## src/rtl/keypad_scanner.sv

```systemverilog
// rtl/keypad_scanner.sv - 4x4 matrix keypad scanner with debounced one-shot key strobe
//
// Purpose: drives one keypad column low at a time, samples the active-low row
// lines at the end of each column dwell, debounces the first key found and
// reports it once as a hex code with a single-cycle strobe.
//
// Ports:
//   clk       system clock
//   reset_n   asynchronous active-low reset
//   row[3:0]  keypad rows, active-low, asynchronous to clk
//   col[3:0]  keypad column drives, active-low, exactly one bit low
//   key_code  hex code of the last accepted key
//   key_valid one-cycle strobe marking a newly accepted key
//   key_down  high from acceptance until the debounced release
module keypad_scanner #(
  parameter int SCAN_TICKS     = 100_000,
  parameter int DEBOUNCE_SCANS = 20
) (
  input  logic       clk,
  input  logic       reset_n,
  input  logic [3:0] row,
  output logic [3:0] col,
  output logic [3:0] key_code,
  output logic       key_valid,
  output logic       key_down
);

  localparam int TW = (SCAN_TICKS > 1) ? $clog2(SCAN_TICKS) : 1;
  localparam int CW = $clog2(DEBOUNCE_SCANS + 1);

  typedef enum logic [1:0] {SCAN, DEBOUNCE, HELD} state_t;

  state_t        state, state_next;
  logic [3:0]    row_meta, rs;
  logic [TW-1:0] tcnt;
  logic          tick;
  logic [1:0]    col_idx, row_idx;
  logic [CW-1:0] cnt, rel_cnt;
  logic          accept, release_done;

  // Lowest-numbered low row wins, so r0 has priority over r3.
  function automatic logic [1:0] first_low(input logic [3:0] r);
    if (!r[0])      first_low = 2'd0;
    else if (!r[1]) first_low = 2'd1;
    else if (!r[2]) first_low = 2'd2;
    else            first_low = 2'd3;
  endfunction

  function automatic logic [3:0] key_map(input logic [1:0] r, input logic [1:0] c);
    case ({r, c})
      4'h0: key_map = 4'h1;  4'h1: key_map = 4'h2;  4'h2: key_map = 4'h3;  4'h3: key_map = 4'hA;
      4'h4: key_map = 4'h4;  4'h5: key_map = 4'h5;  4'h6: key_map = 4'h6;  4'h7: key_map = 4'hB;
      4'h8: key_map = 4'h7;  4'h9: key_map = 4'h8;  4'hA: key_map = 4'h9;  4'hB: key_map = 4'hC;
      4'hC: key_map = 4'h0;  4'hD: key_map = 4'hF;  4'hE: key_map = 4'hE;  default: key_map = 4'hD;
    endcase
  endfunction

  assign tick = (tcnt == TW'(SCAN_TICKS - 1));

  // State register
  always_ff @(posedge clk or negedge reset_n) begin
    if (!reset_n) state <= SCAN;
    else          state <= state_next;
  end

  // Next-state logic. The terminal sample is detected on the tick that would
  // bring a counter to DEBOUNCE_SCANS, so the registered outputs change on the
  // cycle right after the count is reached.
  always_comb begin
    state_next   = state;
    accept       = 1'b0;
    release_done = 1'b0;
    case (state)
      SCAN: begin
        if (tick && rs != 4'hF) state_next = DEBOUNCE;
      end
      DEBOUNCE: begin
        if (tick) begin
          if (rs[row_idx]) begin
            state_next = SCAN;
          end else if (cnt == CW'(DEBOUNCE_SCANS - 1)) begin
            state_next = HELD;
            accept     = 1'b1;
          end
        end
      end
      HELD: begin
        if (tick && rs[row_idx] && rel_cnt == CW'(DEBOUNCE_SCANS - 1)) begin
          state_next   = SCAN;
          release_done = 1'b1;
        end
      end
      default: state_next = SCAN;
    endcase
  end

  // Synchroniser, tick timer, scan/debounce counters and registered outputs
  always_ff @(posedge clk or negedge reset_n) begin
    if (!reset_n) begin
      row_meta  <= 4'hF;
      rs        <= 4'hF;
      tcnt      <= '0;
      col_idx   <= 2'd0;
      row_idx   <= 2'd0;
      cnt       <= '0;
      rel_cnt   <= '0;
      key_code  <= 4'h0;
      key_valid <= 1'b0;
      key_down  <= 1'b0;
    end else begin
      row_meta  <= row;
      rs        <= row_meta;
      tcnt      <= tick ? '0 : tcnt + TW'(1);
      key_valid <= accept;
      if (accept) begin
        key_code <= key_map(row_idx, col_idx);
        key_down <= 1'b1;
      end else if (release_done) begin
        key_down <= 1'b0;
      end

      if (tick) begin
        case (state)
          SCAN: begin
            if (rs == 4'hF) begin
              col_idx <= col_idx + 2'd1;
            end else begin
              row_idx <= first_low(rs);
              cnt     <= CW'(1);
            end
          end
          DEBOUNCE: begin
            if (!rs[row_idx]) begin
              cnt <= cnt + CW'(1);
              if (accept) rel_cnt <= '0;
            end else begin
              cnt     <= '0;
              col_idx <= col_idx + 2'd1;
            end
          end
          HELD: begin
            if (release_done) begin
              rel_cnt <= '0;
              cnt     <= '0;
              col_idx <= col_idx + 2'd1;
            end else if (rs[row_idx]) begin
              rel_cnt <= rel_cnt + CW'(1);
            end else begin
              rel_cnt <= '0;
            end
          end
          default: ;
        endcase
      end
    end
  end

  // Output logic: column drive follows the column index directly
  always_comb begin
    col = ~(4'b0001 << col_idx);
  end

endmodule

```

## config.mk

```make
export PLATFORM = sky130hd
export DESIGN_NAME = keypad_scanner
export DESIGN_NICKNAME = d
export VERILOG_FILES = /design/src/rtl/keypad_scanner.sv
export SDC_FILE = /design/constraint.sdc
export NUM_CORES = 1
export LEC_CHECK = 0
export BUFFER_PORTS_ARGS = -buffer_cell sky130_fd_sc_hd__buf_2
export CORE_UTILIZATION = 35
export CTS_CLUSTER_DIAMETER = 60
export CTS_CLUSTER_SIZE = 24
export DETAILED_ROUTE_END_ITERATION = 16
export PLACE_DENSITY = 0.56
export SETUP_SLACK_MARGIN = 0.02
export SLEW_MARGIN = 25
export SYNTH_ARGS = -nofsm -noshare
export SYNTH_HDL_FRONTEND = slang
export SYNTH_SLANG_ARGS = --single-unit
```

## constraint.sdc

```tcl
create_clock -name clk -period 5.8 [get_ports clk]
set_clock_uncertainty 0.15 [all_clocks]
set_input_delay 0 -clock clk [delete_from_list [all_inputs] [get_ports clk]]
set_output_delay 0 -clock clk [all_outputs]
set_load 0.05 [all_outputs]
```

==> flow_summary.json, run 1 <==
{
  "die_w_microns": 83.76,
  "clockRootBuffer": "clkbuf_8",
  "ant_nets": 0,
  "hp-class": "input pin to async pin",
  "clock_latency_ns": 0.29,
  "finalCritPeriodShare": 0.4760,
  "yosysWarnings": 0,
  "setup_tns_ns": 0,
  "critPathLaunchType": "flop",
  "clk_path_buf_depth": 2,
  "rsz0062_at_grt": "no",
  "routed_wl_microns": 4153,
  "cts.sinks": 47,
  "vias": 1664,
  "drive_gt1_frac": 0.1429,
  "n_antenna_cell": 0,
  "synth_nets": 250,
  "avgViaCountPerCell": 4.952,
  "rows": 29,
  "die-area_sq_mm": 0.007016,
  "maxCapViolations": 0,
  "crit_arrival_ns": 2.85,
  "place_ws_ns": 3.051,
  "cts_resized": 0,
  "async_flop_share": 1.000,
  "worstPathRequired_ns": 5.89,
  "ys.flop_type": "dfrtp_1",
  "crit_fanout": 10,
  "cp-end-kind": "flop",
  "p_total_mw": 0.5613,
  "maxSlewViolCount": 0,
  "yosysUniqueCellTypes": 45,
  "place.gp.congestion": 0.7436,
  "final_util": 0.4167,
  "die_h_microns": 83.76,
  "fin_nets": 275,
  "synth-seq-cells": 47,
  "grt_max_degree": 48,
  "gr-total-overflow": 0,
  "setup_violations": 0,
  "wl_per_cell_microns": 12.36,
  "cts_buffers": 5,
  "io_pins": 16,
  "area_delta_synth_final_pct": 13.74,
  "coreArea_sq_mm": 0.006386,
  "cts_setup_buffers": 0,
  "ir_drop_mv": 0.1379,
  "place_hpwl_microns": 2951,
  "place_area_sq_mm": 0.002511,
  "synth_edf_count": 0,
  "h-tree-depth": 2,
  "max_clock_freq_mhz": 362.2,
  "fin_ws_ns": 3.039,
  "period_needed_ns": 2.761,
  "yosysSeqAreaShare": 0.5070,
  "power.density_mw_per_mm2": 210.9,
  "cts.clk_slew.worst_paths_ns": 0.08,
  "drc_errors": 0,
  "synth_area_sq_mm": 0.002340,
  "grt_pass1_vias": 1685,
  "grt_usage": 0.1303,
  "slew-limit-headroom": 0.5359,
  "drtIter0Drc": 59,
  "post-route-cell-area_sq_mm": 0.002661,
  "drtPass1Iterations": 4,
  "hold_buffers": 5,
  "crit_type": "flop to flop",
  "numPortBuffers": 15,
  "start_util": 0.3664,
  "syn_inst": 233,
  "leakagePower_nw": 1.203,
  "cts_tree": "yes",
  "grt_pass1_wl_microns": 7438,
  "outcome": "finished clean",
  "antenna_found_initial": 0,
  "hold_violations": 0,
  "syn_avg_cell_area_sq_um": 10.04,
  "tightest_slew_ns": 0.6909
}
layout make-up:
type,instances,area [sq um]
multi-input combinational,168,1086
fill,640,3725
timing repair buffer,22,140.1
tap,77,96.34
inverter,14,52.55
clock buffer,8,100.1
sequential,47,1186
Yosys cell counts (4+ instances only):
cell,count,area (sq um)
nand3_1,14,70.07
a21boi_0,4,30.03
xnor2_1,7,61.31
xor2_1,10,87.58
dfrtp_1,39,975.9
and3_1,4,25.02
inv_1,14,52.55
ha_1,11,137.6
dfstp_2,8,210.2
o21ai_0,15,75.07
a21oi_1,7,35.03
nor3_1,4,20.02
nor2_1,20,75.07
nand4_1,5,31.28
clkbuf_1,4,15.01
nand2_1,30,112.6
path summary, 6_finish.rpt:
path / start / end / slack [ns] / cells past startpoint
min: reset_n / rel_cnt[2]$_DFFE_PN0P_ / 0.18 / 3
max: tcnt[6]$_DFF_PN0_ / cnt[3]$_DFFE_PN0P_ / 3.04 / 5
max in group asynchronous: reset_n / tcnt[0]$_DFF_PN0_ / 4.94 / 3
min in group clk: row[0] / row_meta[0]$_DFF_PN1_ / 0.19 / 2
min reg2reg: row_meta[0]$_DFF_PN1_ / rs[0]$_DFF_PN1_ / 0.21 / 0
max reg2reg: tcnt[6]$_DFF_PN0_ / cnt[3]$_DFFE_PN0P_ / 3.04 / 5
report_power, final:
| group | leakage [nW] | switching (mW) | internal [mW] |
|---|---|---|---|
| registers | 0.615 | 0.00179 | 0.333 |
| logic | 0.536 | 0.00871 | 0.00500 |
| clock network | 0.0515 | 0.104 | 0.109 |
| total | 1.20 | 0.115 | 0.446 |
cells in the final DEF, fill, tap and decap left out, types with 2 or more instances in the layout:
cell and instances:
nor2_1 20, a21boi_0 4, nand4_1 5, nand2b_1 2, o31ai_1 2, xor2_1 10
mux2_1 2, ha_1 11, a21oi_1 7, nand2_1 30, nor3_1 4, inv_1 14
buf_2 15, clkbuf_8 7, nor4_1 2, dfstp_2 8, and3_1 4, buf_4 2
a21o_1 2, nor2b_1 2, xnor2_1 7, nand3_1 14, dfrtp_1 39, dlygate4sd3_1 5
o21ai_0 15, and2_1 2, o2bb2ai_1 2
stage by stage:
stage	std cells	hold WS, ns
2_1_floorplan	233	-0.4456
3_3_place_gp	323	-0.04366
3_5_place_dp	323	-0.04311
4_1_cts	336	0.1814
5_1_grt	336	0.1806
6_report	336	0.1772
cell families (layout without fill, tap and decap cells):
| family | count (synthesis) | in the layout | share of synthesized area |
|---|---|---|---|
| xor+xnor | 17 | 17 | 0.06364 |
| compound gates | 36 | 36 | 0.09358 |
| flops | 47 | 47 | 0.5070 |
| buf+inv | 18 | 44 | 0.02887 |
| mux | 4 | 4 | 0.02353 |
| simple gates | 100 | 100 | 0.2246 |
| fa+ha+maj | 11 | 11 | 0.05882 |
registers in the layout, indices dropped and copies added (netlist names):
register   cells
tcnt          17
cnt            5
rel_cnt        5
key_code       4
row_meta       4
rs             4
col_idx        2
row_idx        2
state          2
key_down       1
key_valid      1
layer usage:
metal	track usage	share of wire	wire length [microns]
met5	0	0	0
met3	0.02671	0.017	71
met1	0.1741	0.52	2142
met2	0.2099	0.46	1900
met4	0.04622	0.0092	38
critical path: stages (launching register included):
cell      delay, ns
dfrtp_1        0.43
or4b_1         0.60
nor4_2         0.58
nand3b_1       0.38
or4_1          0.49
nand2_1        0.07
Power figures use the tool's default switching activity.
==> run 2: changes to the inputs <==
--- a/config.mk
+++ b/config.mk
@@ -5,12 +5,13 @@
 export SDC_FILE = /design/constraint.sdc
 export NUM_CORES = 1
 export LEC_CHECK = 0
+export ABC_AREA = 1
 export BUFFER_PORTS_ARGS = -buffer_cell sky130_fd_sc_hd__buf_2
 export CORE_UTILIZATION = 35
 export CTS_CLUSTER_DIAMETER = 60
 export CTS_CLUSTER_SIZE = 24
 export DETAILED_ROUTE_END_ITERATION = 16
-export PLACE_DENSITY = 0.56
+export PLACE_DENSITY = 0.57
 export SETUP_SLACK_MARGIN = 0.02
 export SLEW_MARGIN = 25
 export SYNTH_ARGS = -nofsm -noshare
==> constraint.sdc (replaced) <==
create_clock -name clk -period 2.4 [get_ports clk]
set_clock_uncertainty 0.15 [all_clocks]
set_input_delay 0 -clock clk [delete_from_list [all_inputs] [get_ports clk]]
set_output_delay 0 -clock clk [all_outputs]
set_load 0.05 [all_outputs]
==> flow_summary.json, run 2 <==
{
  "final_cell_mix": "nand2_1, inv_1, dfrtp_1",
  "drive_gt1_frac": 0.2042,
  "hold_violations": 0,
  "hp-class": "input pin to async pin",
  "routed_wl_microns": 5813,
  "synth_top_cell_by_area": "dfrtp_1",
  "p_total_mw": 1.441,
  "cts.sinks": 47,
  "max_clock_freq_mhz": 501.9,
  "synth_edf_count": 0,
  "antenna_found_initial": 0,
  "yosysSeqAreaShare": 0.4221,
  "slew-limit-headroom": 0.5332,
  "cp-end-kind": "flop",
  "critPathLaunchType": "flop",
  "rows": 32,
  "yosys-top-cells-count": "nand2_1, inv_1, dfrtp_1",
  "ys.flop_type": "dfrtp_1",
  "fin_nets": 393,
  "crit_arrival_ns": 2.04,
  "place.gp.congestion": 0.8290,
  "r2r_start": "state[0]$_DFFE_PN0P_",
  "place_area_sq_mm": 0.003014,
  "maxSlewViolCount": 0,
  "synth_area_sq_mm": 0.002810,
  "wl_per_cell_microns": 12.14,
  "synth_nets": 365,
  "leakagePower_nw": 1.555,
  "crit_type": "flop to flop",
  "start_util": 0.3637,
  "vias": 2255,
  "largest_reg_flops": 17,
  "die_h_microns": 91.61,
  "synth_top_area_share": 0.3473,
  "n_antenna_cell": 0,
  "setup_tns_ns": 0,
  "finalCritPeriodShare": 0.8301,
  "setup_violations": 0,
  "drc_errors": 0,
  "period_needed_ns": 1.992,
  "grt_max_degree": 23,
  "slowest_stage": "o21ai_0",
  "outcome": "finished clean",
  "clockRootBuffer": "clkbuf_8",
  "grt_pass1_wl_microns": 10230,
  "cp-startpoint": "state[0]$_DFFE_PN0P_",
  "die-area_sq_mm": 0.008391,
  "gr-total-overflow": 0,
  "final_common_cell": "nand2_1",
  "grt_usage": 0.1539,
  "regMostFlops": "tcnt",
  "numPortBuffers": 15,
  "worstPathRequired_ns": 2.45,
  "coreArea_sq_mm": 0.007727,
  "maxCapViolations": 0,
  "synth.area.top_cells": "dfrtp_1, nand2_1, dfstp_2",
  "drtPass1Iterations": 4,
  "io_pins": 16,
  "clock_latency_ns": 0.30,
  "clk_path_buf_depth": 2,
  "syn_avg_cell_area_sq_um": 8.075,
  "h-tree-depth": 2,
  "ant_nets": 0,
  "cts_setup_buffers": 0,
  "reg_top3": "tcnt (17), cnt (5), rel_cnt (5)",
  "drtIter0Drc": 120,
  "cts_resized": 0,
  "yosysUniqueCellTypes": 37,
  "rsz0062_at_grt": "no",
  "syn_inst": 348,
  "crit_chain": "inv_1 -> ha_1 -> inv_1 -> o21ai_0 -> nand2_2 -> nor2_1 -> nor2_1",
  "yosysMostFrequentCell": "nand2_1",
  "ir_drop_mv": 0.2575,
  "cts.clk_slew.worst_paths_ns": 0.09,
  "cts_tree": "yes",
  "max_stage_delay_ns": 0.57,
  "async_flop_share": 1.000,
  "cts_buffers": 5,
  "grt_pass1_vias": 2271,
  "power.density_mw_per_mm2": 452.2,
  "synth-seq-cells": 47,
  "tightest_slew_ns": 0.6929,
  "crit_fanout": 5,
  "place_hpwl_microns": 4490,
  "avgViaCountPerCell": 4.708,
  "post-route-cell-area_sq_mm": 0.003187,
  "die_w_microns": 91.61,
  "area_delta_synth_final_pct": 13.40,
  "yosysWarnings": 0
}
## run 2: changes by cell type in the layout (fill, tap and decap cells not counted), sizes merged, moves of 5 or more
| cell | change |
|---|---|
| nand2 | +53 |
| inv | +44 |
| nor2 | +20 |
| nand3 | +12 |
| nand4 | +11 |
| o21ai | +11 |
| xnor2 | -5 |
## run 2: layout make-up
cell class,instances,area (sq um)
Timing Repair Buffer,24,157.7
Inverter,60,227.7
Sequential cell,47,1186
Clock buffer,5,68.82
Tap cell,102,127.6
Multi-Input combinational cell,238,1375
Clock inverter,3,43.79
Fill cell,793,4541
## run 2: critical path, delay by kind of cell (launching register included)
kind | cells | cell delay (ns)
buf+inv | 2 | 0.14
simple gates | 3 | 0.35
compound gates | 1 | 0.57
flops | 1 | 0.39
fa+ha+maj | 1 | 0.30
## run 2: what timing repair did
item / CTS / global route
setup endpoints to repair: 0 / 0
hold endpoints to repair: 51 / 0
hold buffers: 6 / 0
## run 2: worst paths after layout
path                                          endpoint  depth (start not counted)  slack (ns)
worst max-delay path                cnt[0]$_DFFE_PN0P_                          7        0.41
worst min-delay path                   rs[0]$_DFF_PN1_                          2        0.04
worst max register to register      cnt[0]$_DFFE_PN0P_                          7        0.41
max in group asynchronous       row_idx[0]$_DFFE_PN0P_                          3        1.53
worst min register to register         rs[2]$_DFF_PN1_                          0        0.21
min in group clk                 row_meta[0]$_DFF_PN1_                          2        0.18
## run 2: layer usage
metal / GRT usage / up-vias / part of all wire
met5: 0 / - / 0
met4: 0.04762 / 0 / 0.011
met3: 0.02429 / 4 / 0.024
met2: 0.2650 / 26 / 0.48
met1: 0.1970 / 1062 / 0.48
li1: - / 1163 / -
## run 2: through the flow
step	cells	utilization	hold WS, ns	setup WS (ns)
floorplan	348	-	-0.4456	0.6487
global placement	465	0.3901	-0.3417	0.5578
detailed placement	465	0.3901	-0.3393	0.4438
CTS	479	0.4124	0.02692	0.4178
global route	479	0.4124	0.03546	0.2156
finish	479	0.4124	0.04262	0.4078
## run 2: logic make-up (layout without fill, tap and decap cells)
logic type / after synthesis / count (layout) / synth area share
DFF: 47 / 47 / 0.4221
xor gates and xnor gates: 11 / 11 / 0.03429
adders and majority gates: 11 / 11 / 0.04898
AOI/OAI and AO/OA: 39 / 39 / 0.07881
buffers and inverters: 63 / 92 / 0.08860
and+or+nand+nor: 177 / 177 / 0.3273
## run 2: where the power goes
part | switching, mW | leakage [nW] | internal [mW]
clock network | 0.280 | 0.0581 | 0.311
logic | 0.0277 | 0.882 | 0.0155
registers | 0.00360 | 0.615 | 0.804
